[config.mk]
export PLATFORM = sky130hd
export DESIGN_NAME = serial_add_seq
export DESIGN_NICKNAME = d
export VERILOG_FILES = /design/src/rtl/serial_add_pkg.sv /design/src/rtl/fa_cell.sv /design/src/rtl/serial_add_seq.sv
export SDC_FILE = /design/constraint.sdc
export NUM_CORES = 1
export LEC_CHECK = 0
export CAP_MARGIN = 20
export CORE_AREA = 2 2 74 76
export CTS_CLUSTER_DIAMETER = 100
export CTS_CLUSTER_SIZE = 24
export DETAILED_ROUTE_END_ITERATION = 12
export DIE_AREA = 0 0 76 78
export SLEW_MARGIN = 30
export SYNTH_ARGS = -nofsm -noshare
export SYNTH_HDL_FRONTEND = slang
export SYNTH_SLANG_ARGS = --single-unit
[constraint.sdc]
create_clock -name clk -period 3.55 [get_ports clk]
set_input_delay 0.71 -clock clk [delete_from_list [all_inputs] [get_ports clk]]
set_output_delay 0.71 -clock clk [all_outputs]
set_load 0.1 [all_outputs]
[src/rtl/serial_add_pkg.sv]
// Purpose: shared types and limits for the bit-serial adder sequencer.
// Contents: sa_state_t (sequencer state encoding), SA_MAX_WIDTH (largest legal WIDTH).
package serial_add_pkg;

  typedef enum logic [1:0] {
    IDLE = 2'b00,
    RUN  = 2'b01,
    DONE = 2'b10
  } sa_state_t;

  localparam int SA_MAX_WIDTH = 64;

endpackage

[src/rtl/fa_cell.sv]
// Purpose: 1-bit combinational full adder used as the serial adder's arithmetic cell.
// Ports:
//   a, b  in   operand bits
//   ci    in   carry-in
//   s     out  sum bit
//   co    out  carry-out
module fa_cell (
  input  logic a,
  input  logic b,
  input  logic ci,
  output logic s,
  output logic co
);

  assign s  = a ^ b ^ ci;
  assign co = (a & b) | (ci & (a ^ b));

endmodule

[src/rtl/serial_add_seq.sv]
// Purpose: bit-serial adder sequencer. Captures two WIDTH-bit operands and a carry-in,
//   feeds one bit pair per clock (LSB first) through a single fa_cell, and returns the
//   WIDTH-bit sum plus carry-out over a valid/ready handshake.
// Ports:
//   clk          in   clock, rising edge
//   rst_n        in   asynchronous active-low reset
//   start_valid  in   a_i/b_i/cin valid
//   start_ready  out  idle, operands can be accepted
//   a_i, b_i     in   operands (WIDTH)
//   cin          in   carry-in
//   sum_o        out  (a_i + b_i + cin) mod 2^WIDTH, registered
//   cout         out  carry-out, registered
//   done_valid   out  sum_o/cout valid
//   done_ready   in   consumer accepts result
//
// state | meaning
// IDLE  | waiting for operands, start_ready=1
// RUN   | one bit per edge through the adder cell, WIDTH edges
// DONE  | result presented, waiting for done_ready
module serial_add_seq
  import serial_add_pkg::*;
#(
  parameter int WIDTH = 8
) (
  input  logic             clk,
  input  logic             rst_n,
  input  logic             start_valid,
  output logic             start_ready,
  input  logic [WIDTH-1:0] a_i,
  input  logic [WIDTH-1:0] b_i,
  input  logic             cin,
  output logic [WIDTH-1:0] sum_o,
  output logic             cout,
  output logic             done_valid,
  input  logic             done_ready
);

  localparam int CW = (WIDTH > 1) ? $clog2(WIDTH) : 1;
  localparam logic [CW-1:0] CNT_LAST = CW'(WIDTH - 1);

  if (WIDTH < 1 || WIDTH > SA_MAX_WIDTH) begin : g_width_check
    $error("serial_add_seq: WIDTH out of range");
  end

  sa_state_t        state;
  logic [WIDTH-1:0] a_sh;
  logic [WIDTH-1:0] b_sh;
  logic [WIDTH-1:0] sum_sh;
  logic [WIDTH-1:0] sum_nxt;
  logic             carry;
  logic [CW-1:0]    cnt;
  logic             s;
  logic             co;

  fa_cell u_fa (
    .a  (a_sh[0]),
    .b  (b_sh[0]),
    .ci (carry),
    .s  (s),
    .co (co)
  );

  // New sum bit enters at the MSB; after WIDTH shifts the LSB-first stream is aligned.
  // Written as shift + bit insert so WIDTH=1 needs no zero-width slice.
  always_comb begin
    sum_nxt            = sum_sh >> 1;
    sum_nxt[WIDTH-1]   = s;
  end

  always_ff @(posedge clk or negedge rst_n) begin
    if (!rst_n) begin
      state       <= IDLE;
      a_sh        <= '0;
      b_sh        <= '0;
      sum_sh      <= '0;
      carry       <= 1'b0;
      cnt         <= '0;
      sum_o       <= '0;
      cout        <= 1'b0;
      done_valid  <= 1'b0;
      start_ready <= 1'b1;
    end else begin
      case (state)
        IDLE: begin
          if (start_valid) begin
            a_sh        <= a_i;
            b_sh        <= b_i;
            carry       <= cin;
            cnt         <= '0;
            start_ready <= 1'b0;
            state       <= RUN;
          end
        end
        RUN: begin
          sum_sh <= sum_nxt;
          a_sh   <= a_sh >> 1;
          b_sh   <= b_sh >> 1;
          carry  <= co;
          cnt    <= cnt + CW'(1);
          if (cnt == CNT_LAST) begin
            // Capture the result straight from the last cell evaluation so it is
            // valid in the same cycle done_valid rises.
            sum_o      <= sum_nxt;
            cout       <= co;
            done_valid <= 1'b1;
            state      <= DONE;
          end
        end
        DONE: begin
          if (done_ready) begin
            done_valid  <= 1'b0;
            start_ready <= 1'b1;
            state       <= IDLE;
          end
        end
        default: begin
          done_valid  <= 1'b0;
          start_ready <= 1'b1;
          state       <= IDLE;
        end
      endcase
    end
  end

endmodule
======== Word level (Yosys, flattened, before mapping) ========
Cells that the tools add are included.
storage, ports and cells
  bits in registers ....................... 41
  input bits .............................. 21
  output and inout port bits .............. 11
  word-level logic and storage cells ...... 49
cells by class
  add/sub/neg operators ................... 1
  eq/ne operators ......................... 6
  mux-type cells .......................... 18
  bitwise logic cells ..................... 7
  reduce and logical (&&, ||, !) cells .... 7
operator list
  kind                                                                    number
  8-bit one-hot mux with 2 select lines                                   2
  8-bit two-way mux                                                       2
  3-bit AND reduction                                                     3
  2-bit two-way mux                                                       3
  2-bit inequality test (second input constant)                           3
  1-bit one-hot mux with 3 select lines                                   2
  2-bit one-hot mux with 3 select lines                                   1
  3-bit one-hot mux with 2 select lines                                   1
  1-bit two-way mux                                                       5
  2-bit AND reduction                                                     2
  3-bit by 1-bit adder with 3-bit output (second input constant)          1
  3-bit equality test (second input constant)                             1
  3-bit two-way mux                                                       1
  1-bit bitwise AND                                                       2
  2-bit by 1-bit equality test with 1-bit output (second input constant)  1
  2-bit equality test (second input constant)                             1
  2-bit logical NOT                                                       1
  1-bit inverter                                                          2
  1-bit one-hot mux with 2 select lines                                   1
  2-bit nonzero test                                                      1
  1-bit bitwise XOR                                                       2
  1-bit OR                                                                1

======== Longest topological paths before layout ========
Gate-level depths: netlist of the first run.
  word-level depth ........................ 4
  mapped depth ............................ 5
  mapped depth without buffers ............ 4

======== Hierarchy ========
A second synthesis of the first run with hierarchy kept.
second synthesis, totals
  cell total of the unflattened synthesis .. 168
  area, all modules ....................... 1811.7 sq um
modules (own cells, without submodules)
  module          instances  cells an instance  area an instance (sq um)  sequential area each (sq um)
  serial_add_seq  1          167                1791.7                    1002.2
  fa_cell         1          1                  20.0                      0.0

======== Worst setup path before layout of the first run ========
No wires, ideal clock.
  path kind ............................... register to output
  start point ............................. register done_valid
  end point ............................... output port done_valid
  data arrival time ....................... 0.912 ns
  data required time ...................... 2.840 ns
  slack ................................... 1.928 ns
  stages on the path, launching flop included .. 1
  path buffers ............................ 0
  cells stage by stage .................... dfrtp_1
RTL lines
  item                      line                   text
  start: declaration        serial_add_seq.sv:34   output logic done_valid,
  start signal: assignment  serial_add_seq.sv:80   done_valid <= 1'b0;
  start signal: assignment  serial_add_seq.sv:105  done_valid <= 1'b1;
  start signal: assignment  serial_add_seq.sv:111  done_valid <= 1'b0;
No word-level cell between the ends.

======== Worst setup path after layout of the first run ========
  start point ............................. register done_valid
  end point ............................... output port done_valid
No word-level cell between the ends.

==> flow_summary.toml, run 1 <==
[run_status]
run_status = "complete, no violations"

[placed_design]
placed_area_mm2 = 0.00206
dp_worst_setup_slack_ns = 1.13
placedCellCount = 235
place_hpwl_um = 2360
finalWeightedCongestion = 0.759
port_buffers = 31

[clock_tree]
clkLatencyLatePin_ns = 0.30
cts.path.max_buffers = 2
clkSinkCount = 40
cts_tree = "yes"
cts.clk_slew.worst_paths_ns = 0.08
postCtsResizedCells = 0
htree_num_levels = 2
ctsHoldBuffers = 0
cts_inserted_buffers = 5
clk_root_buffer_cell = "clkbuf_8"
cts_setup_buffers = 0

[power_and_ir_drop]
totalPowerFinal_mw = 2.27
power.leakage_nw = 0.914
vdd_ir_drop_max_mv = 0.544
power.density_cell_area_mw_per_mm2 = 1040

[worst_setup_path]
path_class = "reg2out"
worst_ep_required_time_ns = 2.84
worstPathBufferInverterCount = 1
critPathMaxFanout = 3
cp_capture_type = "output port"
timing.rr.start = "state[0]"
worstSetupEndpoint = "done_valid"
cells_along_the_critical_path = "clkdlybuf4s50_1"
worst-r2r-setup-slack_ns = 1.55
path_delay_family = "buffers and inverters"
startpoint = "done_valid"
cpPeakStageDelay_ns = 1.15
r2r.worst_path.cells = 3
critical_path.startpoint_type = "register"
worst_r2r_endpoint = "sum_o[3]"
critical_path_depth = 1
cpMaxStageDelayCell = "clkdlybuf4s50_1"
timing.critical_path.arrival_ns = 1.81

[finish]
post-route-cell-area_mm2 = 0.00217
nNetsFinal = 196
share_of_post_route_cells_with_drive_strength_above_1_pct = 20.8
layout.cells.most_common_list = "39 x dfrtp_1, 29 x clkdlybuf4s50_1, 27 x nand2_1"
num_antenna_cells = 0
finish.utilization_pct = 43.1
final_common_cell = "dfrtp_1"
layoutNonFillerInstCount = 243
area.growth.synth_to_final_pct = 26.5

[grt]
grtUsageMet2_pct = 20.3
grtUsageMet3_pct = 4.07
antenna_found_initial = 0
grt_overflow = 0
grt_pass1_vias = 1176
global_router_s_overall_resource_usage_pct = 12.8
global_route_wire_length_before_repair_um = 5900
grt.busiest_layer = "met2"
gr_met1_demand_resource_pct = 15.7
grt_start_max_net_pins = 41

[synth]
synth.ff_latch_count = 40
synth_area_per_cell_um2 = 12.0
synth.lib_cells_used.distinct = 23
synth-simple-area-share_pct = 16.0
synthMuxAreaShare_pct = 5.90
synth_warnings = 0
mappedNetlistArea_mm2 = 0.00172
yosysSeqAreaShare_pct = 58.3
synth_cells = 143
post_synthesis_compound_gate_area_fraction_pct = 14.3
synth_xor_area_share_pct = 0
synth_top_family_by_area = "simple AND/OR/NAND/NOR gates"
postSynthNetCount = 167
synth-adder-area-share_pct = 2.62

[routing]
drc = 0
via_per_inst = 4.98
detail_route.first_pass.iterations = 4
wire_per_inst_um = 14.5
num_vias = 1211
route.antenna.remaining_nets = 0
detailedRoute.firstIterationViolations = 67
finalWirelength_um = 3530

[job]
max_cap_viol_count = 0

[sta]
report.final.slew_viol_count = 0
layout_min_cycle_time_ns = 2.52
setup_slack_ns = 1.03
tightest_slew_ns = 0.976
hold_viol = 0
slew_headroom_pct = 34.7
max_clock_freq_ghz = 0.397
tns_ns = 0
rsz0062_at_grt = "no"
setup_viol = 0
clock-skew-final_ns = 0.0149
finalHoldWorstSlack_ns = 0.367
finalCritPeriodShare_pct = 71.0

[floorplan]
coreArea_mm2 = 0.00504
initial_core_util_pct = 34.1
die_x_um = 76
area_of_the_die_mm2 = 0.00593
num_io_pins = 32
die_height_um = 78
core.rowCount = 26

[hold_path]
hold_class = "in2async"
power by group:
| group | switching, mW | internal (mW) |
|---|---|---|
| combinational | 0.698 | 0.380 |
| clock | 0.167 | 0.208 |
| sequential | 0.145 | 0.672 |
| total | 1.01 | 1.26 |
worst min-delay path by stage:
stage / from / endpoint / slack (ns)
2_1_floorplan: rst_n / a_sh[0] / 0.41
3_3_place_gp: sum_sh[1] / sum_sh[1] / 0.46
3_5_place_dp: sum_sh[1] / sum_sh[1] / 0.48
4_1_cts: sum_sh[1] / sum_sh[1] / 0.50
5_1_grt: rst_n / a_sh[5] / 0.41
6_report: rst_n / a_sh[5] / 0.37
kinds of logic after synthesis:
group | count (synthesis)
buf+inv | 9
simple gates | 54
fa+ha+maj | 3
flops | 40
compound gates | 28
mux | 9
area by class of cell:
type | count | area (um^2)
multi-input combinational | 94 | 667
timing repair buffer | 31 | 305
tap | 70 | 87.6
fill | 476 | 2870
sequential | 40 | 1000
clock buffer | 5 | 68.8
clock inverter | 3 | 42.5
routing by layer:
layer	part of all wire, %	up-vias
met3	3.9	6
met5	0	-
met2	48	25
met1	46	612
li1	-	568
met4	2.0	0
sequential cells by signal (all words and copies together), names as in the netlist:
name	flops
start_ready	1
cnt	3
done_valid	1
b_sh	8
cout	1
sum_sh	7
carry	1
sum_o	8
state	2
a_sh	8
synthesized netlist by cell type:
cell type / count / area (um^2)
a211oi_1: 1 / 7.51
a21oi_1: 3 / 15.0
a22o_1: 2 / 17.5
buf_1: 1 / 3.75
buf_2: 3 / 15.0
buf_4: 3 / 22.5
clkbuf_1: 2 / 7.51
dfrtp_1: 39 / 976
dfstp_2: 1 / 26.3
fa_1: 1 / 20.0
ha_1: 2 / 25.0
mux2_2: 9 / 101
nand2_1: 27 / 101
nand2_4: 1 / 11.3
nand2b_1: 2 / 12.5
nand3b_1: 14 / 105
nor2_1: 6 / 22.5
nor2b_1: 2 / 12.5
nor3_1: 2 / 10.0
o21ai_0: 6 / 30.0
o21ba_2: 1 / 10.0
o21bai_1: 1 / 7.51
o221a_2: 14 / 158
No activity file was read; power rests on OpenSTA's default activity.
==> inputs of run 2 (changes only) <==
clock period = 2.5 ns   (was 3.55 ns; I/O delays follow)
==> run 2 against run 1 <==
Effect of this change: clock-buffer cell count unchanged; first-iteration DRC count is 21% higher; routed wire length down 5.0%; sequential power rose by 41%; die area is the same; clock skew fell by 0.0060 ns; critical path type is now reg2reg; register-to-register slack worse by 0.77 ns.
==> flow_summary.toml, run 2 (synthesis results as in run 1) <==
[clock_tree]
ctsHoldBuffers = 0
clkSinkCount = 40
cts_tree = "yes"
cts.clk_slew.worst_paths_ns = 0.08
cts_inserted_buffers = 5
postCtsResizedCells = 0
cts.path.max_buffers = 2
clkLatencyLatePin_ns = 0.29
clk_root_buffer_cell = "clkbuf_8"
htree_num_levels = 2
cts_setup_buffers = 0

[routing]
via_per_inst = 4.97
num_vias = 1222
finalWirelength_um = 3360
drc = 0
route.antenna.remaining_nets = 0
detail_route.first_pass.iterations = 4
detailedRoute.firstIterationViolations = 81
wire_per_inst_um = 13.6

[power_and_ir_drop]
power.density_cell_area_mw_per_mm2 = 1440
vdd_ir_drop_max_mv = 0.493
power.leakage_nw = 0.934

[finish]
final_common_cell = "dfrtp_1"
largest_registers = "a_sh (8), b_sh (8), sum_o (8)"
seq_area_mm2 = 0.00100
finish.utilization_pct = 42.6
fillerInstances = 471
area.growth.synth_to_final_pct = 25.0
footprint_of_the_multi_input_gates_um2 = 667
share_of_post_route_cells_with_drive_strength_above_1_pct = 27.8
layout.cells.most_common_list = "39 x dfrtp_1, 27 x nand2_1, 19 x clkdlybuf4s50_1"
num_antenna_cells = 0
nNetsFinal = 199

[floorplan]
die_x_um = 76
core.rowCount = 26
initial_core_util_pct = 34.1
coreArea_mm2 = 0.00504
num_io_pins = 32
die_height_um = 78
area_of_the_die_mm2 = 0.00593

[sta]
tns_ns = 0
hold_viol = 0
rsz0062_at_grt = "no"
tightest_slew_ns = 0.812
slew_headroom_pct = 45.8
report.final.slew_viol_count = 0
clock-skew-final_ns = 0.00886
layout_min_cycle_time_ns = 1.72
max_clock_freq_ghz = 0.583
finalCritPeriodShare_pct = 68.7
setup_viol = 0

[placed_design]
finalWeightedCongestion = 0.738
port_buffers = 31
place_hpwl_um = 2300

[worst_setup_path]
critical_path.startpoint_type = "register"
worst_ep_required_time_ns = 2.67
timing.critical_path.arrival_ns = 1.89
path_class = "reg2reg"
worst-r2r-setup-slack_ns = 0.78
timing.rr.start = "state[0]"
startpoint = "state[0]"
cp_capture_type = "register"
critPathMaxFanout = 22

[grt]
grt_start_max_net_pins = 41
grt_overflow = 0
grt_pass1_vias = 1229
global_router_s_overall_resource_usage_pct = 12.1
antenna_found_initial = 0
global_route_wire_length_before_repair_um = 5790

[run_status]
run_status = "complete, no violations"

[job]
max_cap_viol_count = 0

[hold_path]
hold_class = "in2async"
[run 2: cell count changes in the layout (fill, tap and decap cells not counted), sizes merged]
| cell | before | now |
|---|---|---|
| bufinv | 1 | 0 |
| clkinv | 1 | 3 |
| buf | 2 | 15 |
| clkdlybuf4s50 | 29 | 19 |
| clkinvlp | 1 | 0 |
[run 2: area by class of cell]
| cell class | count | share of cell area [%] |
|---|---|---|
| clock buffers | 5 | 3.21 |
| flip-flops and latches | 40 | 46.7 |
| well taps | 70 | 4.08 |
| multi-input cells | 94 | 31.1 |
| clock inverters | 3 | 0.874 |
| repair buffers | 34 | 14.1 |
[run 2: final timing paths]
path                               end  cells past startpoint
max                            a_sh[3]                      2
min in group clk             sum_sh[1]                      2
max reg2reg                    a_sh[3]                      2
max in group asynchronous  start_ready                      1
min                            a_sh[5]                      1
min reg2reg                  sum_sh[1]                      2
[run 2: worst max-delay path, cell delays in order, from the launching register on]
cell and delay [ns]:
dfrtp_1 0.60, nand2b_1 0.53, o221a_2 0.47
[run 2: report_power, final]
group / switching, mW / total (mW) / leakage, nW / internal [mW]
clock: 0.223 / 0.418 / 0.0479 / 0.194
combinational: 0.990 / 1.52 / 0.404 / 0.533
sequential: 0.201 / 1.15 / 0.482 / 0.953
[run 2: layer usage]
layer  vias to the layer above  global-route usage (%)  wire length, um
met4                         0                    4.36               46
met3                         6                    3.60              151
met2                        32                    19.7             1650
met1                       610                    15.4             1510
li1                        574                       -                -
met5                         -                       0                0
[run 2: through the flow]
stage / power (mW) / instances / area [um^2] / hold slack (ns) / worst slack (ns)
after floorplan: 2.37 / 143 / 1720 / 0.204 / 1.09
final: 3.09 / 246 / 2150 / 0.174 / 0.783
after global placement: 2.66 / 238 / 2060 / 0.460 / 0.822
after global routing: 3.30 / 246 / 2150 / 0.206 / 0.630
after CTS: 3.13 / 246 / 2140 / 0.350 / 0.762
after detailed placement: 2.71 / 238 / 2060 / 0.463 / 0.743
